## src/rtl/utils_pkg.sv

```systemverilog
// utils_pkg -- shared types and constants for the instruction assembler.
//   DATA_WIDTH : immediate width carried on the request stream (64).
//   enc_fmt_e  : request format (R, I, S, B, U, J and the LI pseudo-op).
//   OP_*       : opcodes that the LI expansion emits on its own.
//   fits_s*    : signed-fit tests used by the optional range check
//                (IMMENC_RANGE_CHECK_EN).
package utils_pkg;

  localparam int DATA_WIDTH = 64;

  typedef enum logic [2:0] {
    FMT_R  = 3'd0,
    FMT_I  = 3'd1,
    FMT_S  = 3'd2,
    FMT_B  = 3'd3,
    FMT_U  = 3'd4,
    FMT_J  = 3'd5,
    FMT_LI = 3'd6
  } enc_fmt_e;

  localparam logic [6:0] OP_ITY   = 7'h13;
  localparam logic [6:0] OP_I64TY = 7'h1b;
  localparam logic [6:0] OP_LUI   = 7'h37;

  // A value fits in N signed bits when every bit above N-1 equals bit N-1.
  function automatic logic fits_s12(input logic [DATA_WIDTH-1:0] v);
    return v == {{(DATA_WIDTH-12){v[11]}}, v[11:0]};
  endfunction

  function automatic logic fits_s13(input logic [DATA_WIDTH-1:0] v);
    return v == {{(DATA_WIDTH-13){v[12]}}, v[12:0]};
  endfunction

  function automatic logic fits_s21(input logic [DATA_WIDTH-1:0] v);
    return v == {{(DATA_WIDTH-21){v[20]}}, v[20:0]};
  endfunction

  function automatic logic fits_s32(input logic [DATA_WIDTH-1:0] v);
    return v == {{(DATA_WIDTH-32){v[31]}}, v[31:0]};
  endfunction

endpackage

```

## src/rtl/imm_scatter.sv

```systemverilog
// imm_scatter -- combinational packing of instruction fields into a 32-bit
// RV64I word for the R, I, S, B, U and J layouts.
//   fmt                      : layout selector (anything else packs as R)
//   opcode, rd, rs1, rs2     : register/opcode fields
//   funct3, funct7           : function fields
//   imm                      : low 32 bits of the byte-offset immediate
//   word                     : packed instruction
module imm_scatter
  import utils_pkg::*;
(
  input  enc_fmt_e    fmt,
  input  logic [6:0]  opcode,
  input  logic [4:0]  rd,
  input  logic [4:0]  rs1,
  input  logic [4:0]  rs2,
  input  logic [2:0]  funct3,
  input  logic [6:0]  funct7,
  input  logic [31:0] imm,
  output logic [31:0] word
);

  always_comb begin
    word = {funct7, rs2, rs1, funct3, rd, opcode};
    case (fmt)
      FMT_I: word = {imm[11:0], rs1, funct3, rd, opcode};
      FMT_S: word = {imm[11:5], rs2, rs1, funct3, imm[4:0], opcode};
      FMT_B: word = {imm[12], imm[10:5], rs2, rs1, funct3, imm[4:1], imm[11], opcode};
      FMT_U: word = {imm[31:12], rd, opcode};
      FMT_J: word = {imm[20], imm[10:1], imm[11], imm[19:12], rd, opcode};
      default: word = {funct7, rs2, rs1, funct3, rd, opcode};
    endcase
  end

endmodule

```

## src/rtl/imm_encoder.sv

```systemverilog
// imm_encoder -- instruction assembler: turns a decoded instruction
// description back into a 32-bit RV64I word, expanding the LI pseudo-op
// into ADDI, LUI or LUI+ADDIW.
//   clk_i, rst_i              : clock, asynchronous active-high reset
//   in_valid_i / in_ready_o   : request handshake
//   fmt_i, opcode_i, rd_i, rs1_i, rs2_i, funct3_i, funct7_i, imm_i : request
//   out_valid_o / out_ready_i : output handshake (single registered slot)
//   inst_o, last_o, err_o     : encoded word, last word of request, range error
// Optional feature: IMMENC_RANGE_CHECK_EN enables the immediate range check;
// without it err_o is constant 0.
module imm_encoder
  import utils_pkg::*;
(
  input  logic                  clk_i,
  input  logic                  rst_i,
  input  logic                  in_valid_i,
  output logic                  in_ready_o,
  input  enc_fmt_e              fmt_i,
  input  logic [6:0]            opcode_i,
  input  logic [4:0]            rd_i,
  input  logic [4:0]            rs1_i,
  input  logic [4:0]            rs2_i,
  input  logic [2:0]            funct3_i,
  input  logic [6:0]            funct7_i,
  input  logic [DATA_WIDTH-1:0] imm_i,
  output logic                  out_valid_o,
  input  logic                  out_ready_i,
  output logic [31:0]           inst_o,
  output logic                  last_o,
  output logic                  err_o
);

  typedef enum logic {ST_IDLE, ST_LI_LO} state_e;

  state_e      state_reg, state_next;
  logic        out_valid_reg;
  logic [31:0] inst_reg;
  logic        last_reg;
  logic [4:0]  li_rd_reg;
  logic [11:0] li_lo_reg;

  logic        slot_free;
  logic        load;
  logic        last_next;
  logic        li_save;
  logic [19:0] li_hi20;
  logic [11:0] li_lo12;
  logic        li_two_word;

  enc_fmt_e    sc_fmt;
  logic [6:0]  sc_opcode;
  logic [4:0]  sc_rd;
  logic [4:0]  sc_rs1;
  logic [2:0]  sc_funct3;
  logic [31:0] sc_imm;
  logic [31:0] sc_word;

  // The slot can take a new word when empty or being drained this cycle.
  assign slot_free = ~out_valid_reg | out_ready_i;

  // (imm + 0x800) >> 12 modulo 2^20: the +0x800 only carries into bit 12
  // when imm[11] is set, so the upper part is imm[31:12] + imm[11].
  assign li_hi20     = imm_i[31:12] + {19'd0, imm_i[11]};
  assign li_lo12     = imm_i[11:0];
  assign li_two_word = (fmt_i == FMT_LI) && (li_hi20 != 20'd0) && (li_lo12 != 12'd0);

  // Scatter inputs: the raw request, the first LI word, or the saved ADDIW.
  always_comb begin
    sc_fmt    = fmt_i;
    sc_opcode = opcode_i;
    sc_rd     = rd_i;
    sc_rs1    = rs1_i;
    sc_funct3 = funct3_i;
    sc_imm    = imm_i[31:0];
    if (state_reg == ST_LI_LO) begin
      sc_fmt    = FMT_I;
      sc_opcode = OP_I64TY;
      sc_rd     = li_rd_reg;
      sc_rs1    = li_rd_reg;
      sc_funct3 = 3'd0;
      sc_imm    = {20'd0, li_lo_reg};
    end else if (fmt_i == FMT_LI) begin
      sc_rs1    = 5'd0;
      sc_funct3 = 3'd0;
      if (li_hi20 == 20'd0) begin
        sc_fmt    = FMT_I;
        sc_opcode = OP_ITY;
        sc_imm    = {20'd0, li_lo12};
      end else begin
        sc_fmt    = FMT_U;
        sc_opcode = OP_LUI;
        sc_imm    = {li_hi20, 12'd0};
      end
    end
  end

  imm_scatter u_scatter (
    .fmt    (sc_fmt),
    .opcode (sc_opcode),
    .rd     (sc_rd),
    .rs1    (sc_rs1),
    .rs2    (rs2_i),
    .funct3 (sc_funct3),
    .funct7 (funct7_i),
    .imm    (sc_imm),
    .word   (sc_word)
  );

  // Next-state and slot-load control.
  always_comb begin
    state_next = state_reg;
    in_ready_o = 1'b0;
    load       = 1'b0;
    last_next  = 1'b1;
    li_save    = 1'b0;
    case (state_reg)
      ST_IDLE: begin
        in_ready_o = slot_free;
        if (in_valid_i && slot_free) begin
          load = 1'b1;
          if (li_two_word) begin
            last_next  = 1'b0;
            li_save    = 1'b1;
            state_next = ST_LI_LO;
          end
        end
      end
      ST_LI_LO: begin
        if (slot_free) begin
          load       = 1'b1;
          state_next = ST_IDLE;
        end
      end
      default: state_next = ST_IDLE;
    endcase
  end

  always_ff @(posedge clk_i or posedge rst_i) begin
    if (rst_i) begin
      state_reg     <= ST_IDLE;
      out_valid_reg <= 1'b0;
      inst_reg      <= 32'd0;
      last_reg      <= 1'b0;
      li_rd_reg     <= 5'd0;
      li_lo_reg     <= 12'd0;
    end else begin
      state_reg <= state_next;
      if (load) begin
        out_valid_reg <= 1'b1;
        inst_reg      <= sc_word;
        last_reg      <= last_next;
      end else if (out_ready_i) begin
        out_valid_reg <= 1'b0;
      end
      if (li_save) begin
        li_rd_reg <= rd_i;
        li_lo_reg <= li_lo12;
      end
    end
  end

  assign out_valid_o = out_valid_reg;
  assign inst_o      = inst_reg;
  assign last_o      = last_reg;

`ifdef IMMENC_RANGE_CHECK_EN
  logic err_in;
  logic err_reg;
  logic li_err_reg;

  always_comb begin
    err_in = 1'b0;
    case (fmt_i)
      FMT_I, FMT_S: err_in = ~fits_s12(imm_i);
      FMT_B:        err_in = ~fits_s13(imm_i) | imm_i[0];
      FMT_J:        err_in = ~fits_s21(imm_i) | imm_i[0];
      FMT_U:        err_in = (imm_i[11:0] != 12'd0) | ~fits_s32(imm_i);
      FMT_LI:       err_in = ~fits_s32(imm_i);
      default:      err_in = 1'b0;
    endcase
  end

  // The ADDIW word inherits the error flag of its originating LI request.
  always_ff @(posedge clk_i or posedge rst_i) begin
    if (rst_i) begin
      err_reg    <= 1'b0;
      li_err_reg <= 1'b0;
    end else begin
      if (load) begin
        err_reg <= (state_reg == ST_LI_LO) ? li_err_reg : err_in;
      end
      if (li_save) begin
        li_err_reg <= err_in;
      end
    end
  end

  assign err_o = err_reg;
`else
  // Upper immediate bits only matter to the range check.
  logic imm_hi_unused;
  assign imm_hi_unused = ^imm_i[DATA_WIDTH-1:32];
  assign err_o         = 1'b0;
`endif

endmodule
```

## config.mk

```make
export PLATFORM = sky130hd
export DESIGN_NAME = imm_encoder
export DESIGN_NICKNAME = d
export VERILOG_FILES = /design/src/rtl/utils_pkg.sv /design/src/rtl/imm_scatter.sv /design/src/rtl/imm_encoder.sv
export SDC_FILE = /design/constraint.sdc
export NUM_CORES = 1
export LEC_CHECK = 0
export CAP_MARGIN = 20
export CORE_ASPECT_RATIO = 0.5
export CORE_MARGIN = 1.5
export CORE_UTILIZATION = 45
export DETAILED_ROUTE_END_ITERATION = 12
export PLACE_DENSITY_LB_ADDON = 0.2
export SLEW_MARGIN = 0
export SYNTH_ARGS = -nofsm -noshare
export SYNTH_HDL_FRONTEND = slang
export SYNTH_SLANG_ARGS = --single-unit
```

## constraint.sdc

```tcl
create_clock -name clk_i -period 3.51 [get_ports clk_i]
set_input_delay 0.702 -clock clk_i [delete_from_list [all_inputs] [get_ports clk_i]]
set_output_delay 0.702 -clock clk_i [all_outputs]
set_load 0.02 [all_outputs]
```

==> run_results.csv <==
group,metric,value,unit
pwr,report.power.total,0.00200,W
die,initial_utilization,47.8,%
global_routing,number_of_global_route_vias_before_repair,3394,
clock_network,tritoncts.num_buffers,5,
pwr,worst_vdd_drop,0.229,mV
die,design.die.area,8590,sq um
sta,slew_at_the_pin_closest_to_its_max_slew_limit,0.630,ns
yosys,syn-num-nets,525,
clock_network,cts_root_buffer,"sky130_fd_sc_hd__clkbuf_16",
finish,insertedDiodeCount,0,
min_path,worst_hold_path_type,"reg2reg",
flow_run,drv.max_cap_violation_count,0,
yosys,synth.cells.most_frequent,"sky130_fd_sc_hd__nand2_1, sky130_fd_sc_hd__dfrtp_1, sky130_fd_sc_hd__o21ai_0, sky130_fd_sc_hd__nor2_1, sky130_fd_sc_hd__clkbuf_1",
die,num_io_pins,139,
worst_setup_path,critPathRequiredTime,3.69,ns
route,ant_nets,0,
yosys,ys.flop_type,"sky130_fd_sc_hd__dfrtp_1",
sta,setup-violations-final,0,
finish,final_layout_size_suffix_gt1_share,15.3,%
die,die_y,66.3,microns
clock_network,clk_pin_slew_worst_paths,0.07,ns
yosys,synth.area.top_cells,"sky130_fd_sc_hd__dfrtp_1, sky130_fd_sc_hd__nand2_1, sky130_fd_sc_hd__o21ai_0",
yosys,syn_area,3610,sq um
clock_network,tritoncts,"done",
clock_network,maximum_level_of_the_cts_h_tree,2,
worst_setup_path,worst-path-max-fanout,7,
global_routing,grt_pass1_wl,17.1,mm
sta,max_freq,304,MHz
sta,unrepaired_setup_endpoints_after_global_routing,"false",
worst_setup_path,rr_worst_depth,6,
worst_setup_path,crit_family,"buffers and inverters",
pwr,cellLeakagePower,2.08,nW
finish,final_core_util,68.8,%
yosys,synth_top_area_cell,"sky130_fd_sc_hd__dfrtp_1",
global_routing,global_route.overflow_total,0,
die,floorplan.core_area,7540,sq um
yosys,yosys_register_bits,52,
global_routing,grt_start_max_net_pins,46,
clock_network,cts_setup_buffers,0,
yosys,synth_sequential_area_ratio,36.1,%
clock_network,cts_max_path_buffers,2,
clock_network,cts.sink_count,52,
route,vias_per_cell,5.67,
route,drt_pre_antenna_iters,5,
sta,timing.final.crit_share,93.8,%
yosys,synth_largest_type_area_fraction,36.1,%
global_routing,antenna_found_initial,0,
clock_network,clk_latency,0.29,ns
sta,clock_skew,0.00552,ns
sta,timing.final.crit_period,3.29,ns
route,total_via_count_in_the_routed_design,3699,
worst_setup_path,crit_top_cell,"sky130_fd_sc_hd__buf_4",
place,placement.io_buffers,105,
global_routing,met1_capacity_usage_during_global_routing,35.6,%
sta,drv_slew,0,
worst_setup_path,critPathArrivalTime,3.48,ns
worst_setup_path,slowest_delay,0.42,ns
pwr,power.density_cell_area,385,nW/um^2
die,placement_rows,22,
finish,largest_register_ff_count,32,
yosys,async_reset_ff_share,100,%
min_path,number_of_instances_on_the_worst_hold_path,2,
die,horizontal_extent_of_the_die,130,microns
route,drt_iter0_markers,326,
yosys,synthesis.instances,420,
global_routing,gr-usage-met2,41.5,%
global_routing,gr-max-usage-layer,"met2",
worst_setup_path,critical_path.slowest_cell,"sky130_fd_sc_hd__clkdlybuf4s50_1",
route,route.detailed.drc,0,
yosys,synth_edf_count,0,
yosys,synth-warning-count,0,
worst_setup_path,critPathBufInv,4,
place,gp_congestion,0.923,
worst_setup_path,setup.worst_path.class,"in2reg",
sta,max_slew_margin,57.9,%
yosys,average_footprint_of_a_synthesized_cell,8.59,sq um
sta,hold_violation_total_from_the_final_report,0,
place,hpwl,8.30,mm
global_routing,grt_met3_usage,8.90,%
worst_setup_path,crit_path_cell_trace,"clkdlybuf4s50_1, ha_1, ha_1, and4_1, buf_4, a211oi_1, nor2_1, and4b_1, buf_4, buf_4, a31oi_1, nor3b_1, o22a_1",
global_routing,grt.total_usage,26.4,%
outcome,status,"completed",
yosys,synthMostInstantiatedCell,"sky130_fd_sc_hd__nand2_1",
worst_setup_path,cp-end-kind,"flop",
route,wirelength,11.0,mm
finish,nNetsFinal,648,
route,wl_per_cell,16.9,microns
finish,synthToLayoutAreaGrowth,43.8,%
worst_setup_path,path_depth,13,
yosys,number_of_unique_standard_cell_types_used_by_synthesis,59,
worst_setup_path,setup.worst_path.start_class,"input port",
routing by layer:
metal,vias to the layer above,wire [microns]
li1,1771,-
met1,1746,4880
met2,162,4830
met3,20,1150
met4,0,148
met5,-,0
final timing paths:
check | from | to | slack, ns
min reg2reg | inst_o[8] | inst_o[8] | 0.48
min | inst_o[8] | inst_o[8] | 0.48
max | imm_i[11] | inst_o[24] | 0.22
max in group asynchronous | rst_i | li_lo_reg[6] | 2.08
min in group asynchronous | rst_i | inst_o[16] | 0.62
max reg2reg | state_reg | inst_o[16] | 1.19
worst register-to-register path, cell delays in order, from the launching register on:
cell and delay [ns]:
sky130_fd_sc_hd__dfrtp_1 0.61, sky130_fd_sc_hd__inv_1 0.58, sky130_fd_sc_hd__nand3_1 0.22, sky130_fd_sc_hd__a31oi_4 0.36
sky130_fd_sc_hd__buf_12 0.16, sky130_fd_sc_hd__mux2i_1 0.16, sky130_fd_sc_hd__o21ai_0 0.09
stage by stage:
stage / setup TNS [ns] / instances / hold slack (ns) / setup WS (ns) / area [sq um]
floorplan: 0 / 420 / 0.480 / 0.477 / 3610
global placement: -0.983 / 644 / 0.457 / -0.0850 / 5000
detailed placement: -2.00 / 644 / 0.462 / -0.123 / 5000
CTS: 0 / 652 / 0.480 / 0.146 / 5140
global route: 0 / 652 / 0.504 / 0.0139 / 5190
finish: 0 / 652 / 0.475 / 0.217 / 5190
cells in the final DEF (no fill, tap or decap), types with 6 or more instances in the layout:
cell,Yosys,layout
sky130_fd_sc_hd__nand3_1,14,14
sky130_fd_sc_hd__nor2_1,32,32
sky130_fd_sc_hd__mux2_2,9,9
sky130_fd_sc_hd__mux2_4,8,8
sky130_fd_sc_hd__xor2_1,9,9
sky130_fd_sc_hd__dfrtp_1,52,52
sky130_fd_sc_hd__nand4_1,10,10
sky130_fd_sc_hd__buf_4,3,40
sky130_fd_sc_hd__o21ai_0,34,34
sky130_fd_sc_hd__xnor2_1,18,18
sky130_fd_sc_hd__nor2b_1,6,6
sky130_fd_sc_hd__a21oi_1,15,14
sky130_fd_sc_hd__nand2_1,69,69
sky130_fd_sc_hd__mux2i_1,9,9
sky130_fd_sc_hd__nor4_1,6,6
sky130_fd_sc_hd__nor3_1,10,10
sky130_fd_sc_hd__clkdlybuf4s50_1,0,105
sky130_fd_sc_hd__and3_1,8,8
kinds of logic (layout without fill, tap and decap cells):
kind of cell | Yosys count | count (layout) | synth area share [%]
simple gates | 177 | 177 | 24.8
other cells | 1 | 1 | 0.104
flops | 52 | 52 | 36.1
mux | 26 | 26 | 8.64
buf+inv | 35 | 159 | 4.79
fa+ha+maj | 2 | 2 | 0.694
compound gates | 100 | 100 | 18.4
xor+xnor | 27 | 27 | 6.56
power by group:
group / switching [W] / internal [W] / total, W
Sequential: 0.0000754 / 0.000722 / 0.000797
Clock: 0.000228 / 0.000266 / 0.000495
Combinational: 0.000337 / 0.000368 / 0.000705
Total: 0.000641 / 0.00136 / 0.00200
final cells by class:
type | count | area, sq um
inverters | 2 | 7.51
multi-input cells | 333 | 2180
fillers | 633 | 2350
flip-flops and latches | 52 | 1300
well taps | 108 | 135
clock inverters | 2 | 16.3
clock buffers | 6 | 129
repair buffers | 149 | 1420
repair_timing:
item | 4_1_cts | 5_1_grt
hold buffers | 0 | 0
setup endpoints to repair | 0 | 6
gates resized for setup | 0 | 8
Power figures use the tool's default switching activity.
